<file path="src/rtl/ep0_in_data_tx.sv">
// EP0 IN data-stage transmitter: streams a descriptor from ROM to the USB TX
// serializer in MAX_PKT-sized packets, tracking DATA0/DATA1 and retrying
// packets that the host does not acknowledge.
module ep0_in_data_tx #(
    parameter int MAX_PKT = 64,
    parameter int ADDR_W  = 8
) (
    input  logic              clk48,
    input  logic              reset,
    input  logic              bus_reset,
    input  logic              abort,
    input  logic              start,
    input  logic [ADDR_W-1:0] base_addr,
    input  logic [15:0]       desc_len,
    input  logic [15:0]       req_len,
    input  logic              in_token,
    input  logic              out_token,
    input  logic              hs_ack,
    input  logic              hs_timeout,
    output logic              rom_rd,
    output logic [ADDR_W-1:0] rom_addr,
    input  logic [7:0]        rom_data,
    output logic              tx_start,
    output logic [6:0]        tx_len,
    output logic              tx_data1,
    output logic [7:0]        tx_data,
    output logic              tx_valid,
    input  logic              tx_ready,
    output logic              busy,
    output logic              done
);

    localparam logic [15:0] MAX16 = 16'(MAX_PKT);

    typedef enum logic [2:0] {
        IDLE, WAIT_TOKEN, HDR, FETCH, SEND, WAIT_HS, DONE
    } state_t;

    state_t            state, state_nxt;
    logic [15:0]       rem;
    logic [ADDR_W-1:0] addr, pkt_addr, cur_addr;
    logic              toggle, zlp_need;
    logic [6:0]        pkt_len, byte_cnt;
    logic [7:0]        data_q;
    logic              first;

    // Any of these drops the transfer on the spot.
    logic kill;
    assign kill = reset | bus_reset | abort;

    logic [15:0] start_rem, rem_after;
    logic [6:0]  next_pkt;
    logic        last_byte;
    assign start_rem = (desc_len < req_len) ? desc_len : req_len;
    assign next_pkt  = (rem < MAX16) ? rem[6:0] : MAX16[6:0];
    assign rem_after = rem - {9'd0, pkt_len};
    assign last_byte = ((byte_cnt + 7'd1) == pkt_len);

    // State register.
    always_ff @(posedge clk48) begin
        if (kill) state <= IDLE;
        else      state <= state_nxt;
    end

    // Next-state decode and state-derived outputs.
    always_comb begin
        state_nxt = state;
        rom_rd    = 1'b0;
        rom_addr  = '0;
        tx_start  = 1'b0;
        tx_len    = 7'd0;
        tx_data1  = 1'b0;
        tx_data   = 8'd0;
        tx_valid  = 1'b0;
        done      = 1'b0;
        busy      = (state != IDLE);
        case (state)
            IDLE: if (start) state_nxt = WAIT_TOKEN;
            WAIT_TOKEN: begin
                if (in_token)       state_nxt = HDR;
                else if (out_token) state_nxt = DONE;
            end
            HDR: begin
                tx_start  = 1'b1;
                tx_len    = pkt_len;
                tx_data1  = toggle;
                state_nxt = (pkt_len == 7'd0) ? WAIT_HS : FETCH;
            end
            FETCH: begin
                rom_rd    = 1'b1;
                rom_addr  = cur_addr;
                state_nxt = SEND;
            end
            SEND: begin
                // ROM answers in the first SEND cycle; later stall cycles
                // replay the captured copy so the byte stays stable.
                tx_valid = 1'b1;
                tx_data  = first ? rom_data : data_q;
                if (tx_ready) state_nxt = last_byte ? WAIT_HS : FETCH;
            end
            WAIT_HS: begin
                if (hs_ack)
                    state_nxt = (rem_after != 16'd0 || zlp_need) ? WAIT_TOKEN : DONE;
                else if (hs_timeout)
                    state_nxt = WAIT_TOKEN;
            end
            DONE: begin
                done      = 1'b1;
                state_nxt = IDLE;
            end
            default: state_nxt = IDLE;
        endcase
    end

    // Transfer bookkeeping: remaining length, addresses, toggle, byte counter.
    always_ff @(posedge clk48) begin
        if (kill) begin
            rem      <= 16'd0;
            addr     <= '0;
            pkt_addr <= '0;
            cur_addr <= '0;
            toggle   <= 1'b0;
            zlp_need <= 1'b0;
            pkt_len  <= 7'd0;
            byte_cnt <= 7'd0;
            data_q   <= 8'd0;
            first    <= 1'b0;
        end else begin
            case (state)
                IDLE: if (start) begin
                    rem      <= start_rem;
                    addr     <= base_addr;
                    toggle   <= 1'b1;
                    zlp_need <= (desc_len < req_len) && ((start_rem % MAX16) == 16'd0);
                end
                WAIT_TOKEN: if (in_token) begin
                    pkt_len  <= next_pkt;
                    pkt_addr <= addr;
                    cur_addr <= addr;
                end
                HDR:   byte_cnt <= 7'd0;
                FETCH: first    <= 1'b1;
                SEND: begin
                    first <= 1'b0;
                    if (first) data_q <= rom_data;
                    if (tx_ready) begin
                        cur_addr <= cur_addr + 1'b1;
                        byte_cnt <= byte_cnt + 7'd1;
                    end
                end
                WAIT_HS: begin
                    if (hs_ack) begin
                        rem    <= rem_after;
                        addr   <= addr + ADDR_W'(pkt_len);
                        toggle <= ~toggle;
                        if (rem_after == 16'd0) zlp_need <= 1'b0;
                    end else if (hs_timeout) begin
                        cur_addr <= pkt_addr;
                    end
                end
                default: ;
            endcase
        end
    end

endmodule

</file>
<file path="config.mk">
export PLATFORM = sky130hd
export DESIGN_NAME = ep0_in_data_tx
export DESIGN_NICKNAME = d
export VERILOG_FILES = /design/src/rtl/ep0_in_data_tx.sv
export SDC_FILE = /design/constraint.sdc
export NUM_CORES = 1
export LEC_CHECK = 0
export BUFFER_PORTS_ARGS = -buffer_cell sky130_fd_sc_hd__buf_4
export CORE_MARGIN = 1
export CORE_UTILIZATION = 40
export CTS_CLUSTER_SIZE = 25
export DETAILED_ROUTE_END_ITERATION = 10
export GPL_TIMING_DRIVEN = 0
export MAX_ROUTING_LAYER = met4
export PLACE_DENSITY_LB_ADDON = 0.05
export SETUP_SLACK_MARGIN = 0.2
export SLEW_MARGIN = 20
export SYNTH_ARGS = -nofsm -noshare
export SYNTH_HDL_FRONTEND = slang
export SYNTH_SLANG_ARGS = --single-unit
</file>
<file path="constraint.sdc">
create_clock -name clk48 -period 2.5 [get_ports clk48]
set_input_delay 0.25 -clock clk48 [delete_from_list [all_inputs] [get_ports clk48]]
set_output_delay 0.25 -clock clk48 [all_outputs]
set_load 0.005 [all_outputs]
</file>
==> results.toml <==
[cells_and_area]
register_area_mm2 = 0.00139
diodes = 0
nFillCells = 1152
layout.nets = 844
multiInputGateArea_mm2 = 0.00349
drive_gt1_frac = 0.253
area_growth_pct = 32.6

[detailed_routing]
firstDrtPassIters = 5
wl_um = 15700
ant_nets = 0
wl_met1_um = 6560
drcViolationCount = 0
wl_met2_um = 7730
avgViaCountPerCell = 5.57
dr.first_iter.drc_count = 253
wl_per_cell_um = 17.3
vias = 5040
wl_met3_um = 786
top_layer_used = "met4"

[setup_path]
cp_data_required_time_ns = 2.77
cpMaxStageDelayCell = "fa_2"
cp_max_fo = 4
slowest_delay_ns = 0.37
crit_path_end_kind = "flop"
crit_path_start_kind = "flop"
critPathTopFamily = "simple AND/OR/NAND/NOR gates"
crit_type = "flop to flop"
crit_chain = "inv_2 -> ha_4 -> fa_2 -> nor2b_4 -> buf_6 -> o2111ai_4 -> and3_4 -> a21oi_4 -> o221ai_4 -> nor4_4 -> o211a_1"
crit_buf_inv = 2
arrival_ns = 2.72

[logic_synthesis]
yosysUniqueCellTypes = 67
ys_seq_area_frac = 0.278
yosys-top-cells-count = "nand2_1, dfxtp_1, a21oi_1"
synth_top_area_share = 0.278
syn_area_per_cell_um2 = 7.66
synth-seq-cells = 68
syn_nets = 730
yosysMostFrequentCell = "nand2_1"
ys_warn_count = 0
synthArstFlopShare = 0
synth_edf_count = 0
ys.flop_type = "dfxtp_1"
syn_area_mm2 = 0.00489
synthTopCellsByArea = "dfxtp_1, ha_1, a21oi_1"
yosysTopAreaCell = "dfxtp_1"
syn_inst = 639

[timing]
fmax_mhz = 408
finalMaxSlewViolations = 0
tns_ns = 0
setup_viol = 0
post-route-period-util = 0.980
post-route-min-period_ns = 2.45
max-slew-margin-rel = 0.251
rsz0062_at_grt = "yes"
hold_viol_final = 0
skew_ns = 0.00742
setup_ws_ns = 0.0506
worst_slew_pin_slew_ns = 1.12

[clock_network]
ctsLongestPathBuffers = 2
cts_tree = "done"
clk_latency_ns = 0.34
h-tree-depth = 3
cts_buffers = 9
ctsHoldBuffers = 0
cts.sinks = 68
path_clk_slew_ns = 0.06
clockRootBuffer = "clkbuf_16"

[power_and_ir_drop]
power.total_mw = 3.04
power_density_mw_per_mm2 = 469
power.leakage_nw = 2.68
irDropWorstVdd_v = 0.000326

[place]
port_buffers = 85
hpwl_um = 11800
gp_congestion = 0.880
dp_slack_ns = -0.305

[global_route]
grt_overflow = 0
grt.total_usage = 0.260
antenna_found_initial = 0
grt_pass1_wl_um = 24900
grt_max_degree = 12
grt_pass1_vias = 5019

[floorplanning]
start_util = 0.409
std_cell_rows = 40
coreArea_mm2 = 0.0120
die_w_um = 113
ios = 87
die-area_mm2 = 0.0127
dieHeight_um = 113

[outcome]
status = "finished, final reports clean"

[hold_path]
hold_class = "input port to flop"

[job]
max_cap_violations = 0
## cell type report
class	instances	area share
clock buffers	11	0.0359
inverters	36	0.0212
clock inverters	5	0.0154
multi-input cells	501	0.538
flip-flops and latches	68	0.214
plain buffers	34	0.0278
repair buffers	103	0.120
well taps	147	0.0284
## worst register-to-register path: stages (launching register included)
cell,delay (ns)
dfxtp_2,0.33
inv_2,0.04
ha_4,0.15
fa_2,0.37
nor2b_4,0.17
buf_6,0.14
o2111ai_4,0.14
and3_4,0.25
a21oi_4,0.15
o221ai_4,0.16
nor4_4,0.29
o211a_1,0.19
## where the power goes
part           switching (mW)  internal, mW  total [mW]
clock network           0.476         0.971        1.45
registers              0.0127          1.09        1.10
logic                   0.261         0.234       0.495
total                   0.749          2.29        3.04
## layout by cell type (no fill, tap or decap), types with 3 or more instances in the layout
master       n
a221oi_1     3
a22oi_1     11
clkbuf_1    18
nand2b_1     7
and3_1       7
and2_1      11
inv_1       33
a21oi_2      3
nand4_1      5
mux2i_1     30
buf_2        7
nor2b_1      3
a31o_2       3
o22ai_1     11
or3_1        4
ha_4         5
nor2_2       3
a211oi_1     9
a31oi_1      6
o211ai_1     6
buf_6        5
nor2_1      55
dfxtp_2      4
dfxtp_4      5
a21o_1      13
a21oi_1     57
o21ai_0     32
bufinv_16    3
nand2_1     71
ha_1        25
nor3_1      20
nand4b_1     3
clkbuf_16    9
dfxtp_1     59
nor4_1       5
nand3_1     15
xnor2_1     12
xor2_1       7
buf_4      104
## metrics by stage
stage	std cells	utilization	area (um2)	hold WS (ns)
6_report	905	0.542	6480	0.175
5_1_grt	905	0.542	6480	0.189
4_1_cts	896	0.522	6240	0.172
3_5_place_dp	871	0.478	5720	0.443
3_3_place_gp	871	0.478	5720	0.442
2_1_floorplan	639	-	4900	0.386
## final timing paths
path | startpoint | to | depth (start not counted) | slack (ns)
worst max-delay path | rem[0]$_SDFFE_PP0P_ | state[1]$_SDFFE_PP0P_ | 11 | 0.05
worst min-delay path | rom_data[5] | data_q[5]$_SDFFE_PP0P_ | 3 | 0.17
worst max register to register | rem[0]$_SDFFE_PP0P_ | state[1]$_SDFFE_PP0P_ | 11 | 0.05
worst min register to register | data_q[3]$_SDFFE_PP0P_ | data_q[3]$_SDFFE_PP0P_ | 2 | 0.45
## sequential cells by signal, summed over array words and instances, names as in the netlist, 3 cells and up
register / flops
addr: 8
cur_addr: 8
byte_cnt: 7
data_q: 8
pkt_addr: 8
rem: 16
pkt_len: 7
state: 3
## repair_timing
| item | in CTS | in global routing |
|---|---|---|
| endpoints found under the setup margin | 22 | 31 |
| setup buffers | 9 | 9 |
| resized for setup | 37 | 35 |
| pin swaps | 14 | 17 |
## logic make-up (layout without fill, tap and decap cells)
kind of cell             after synthesis  in the layout  share of synthesized area
AND/OR/NAND/NOR                      233            233                      0.232
flip-flops                            68             68                      0.278
buffers and inverters                 70            189                     0.0634
XOR/XNOR                              20             20                     0.0358
multiplexers                          31             31                     0.0637
adder cells (fa/ha/maj)               33             33                     0.0875
AO/OA/AOI/OAI                        184            184                      0.240
## metal layers
| metal | GRT usage | vias to the layer above |
|---|---|---|
| met2 | 0.446 | 177 |
| met4 | 0.155 | 0 |
| met3 | 0.0335 | 42 |
| met5 | - | - |
| li1 | - | 2535 |
| met1 | 0.290 | 2286 |
Note: power is estimated with default switching activity, not from simulation.
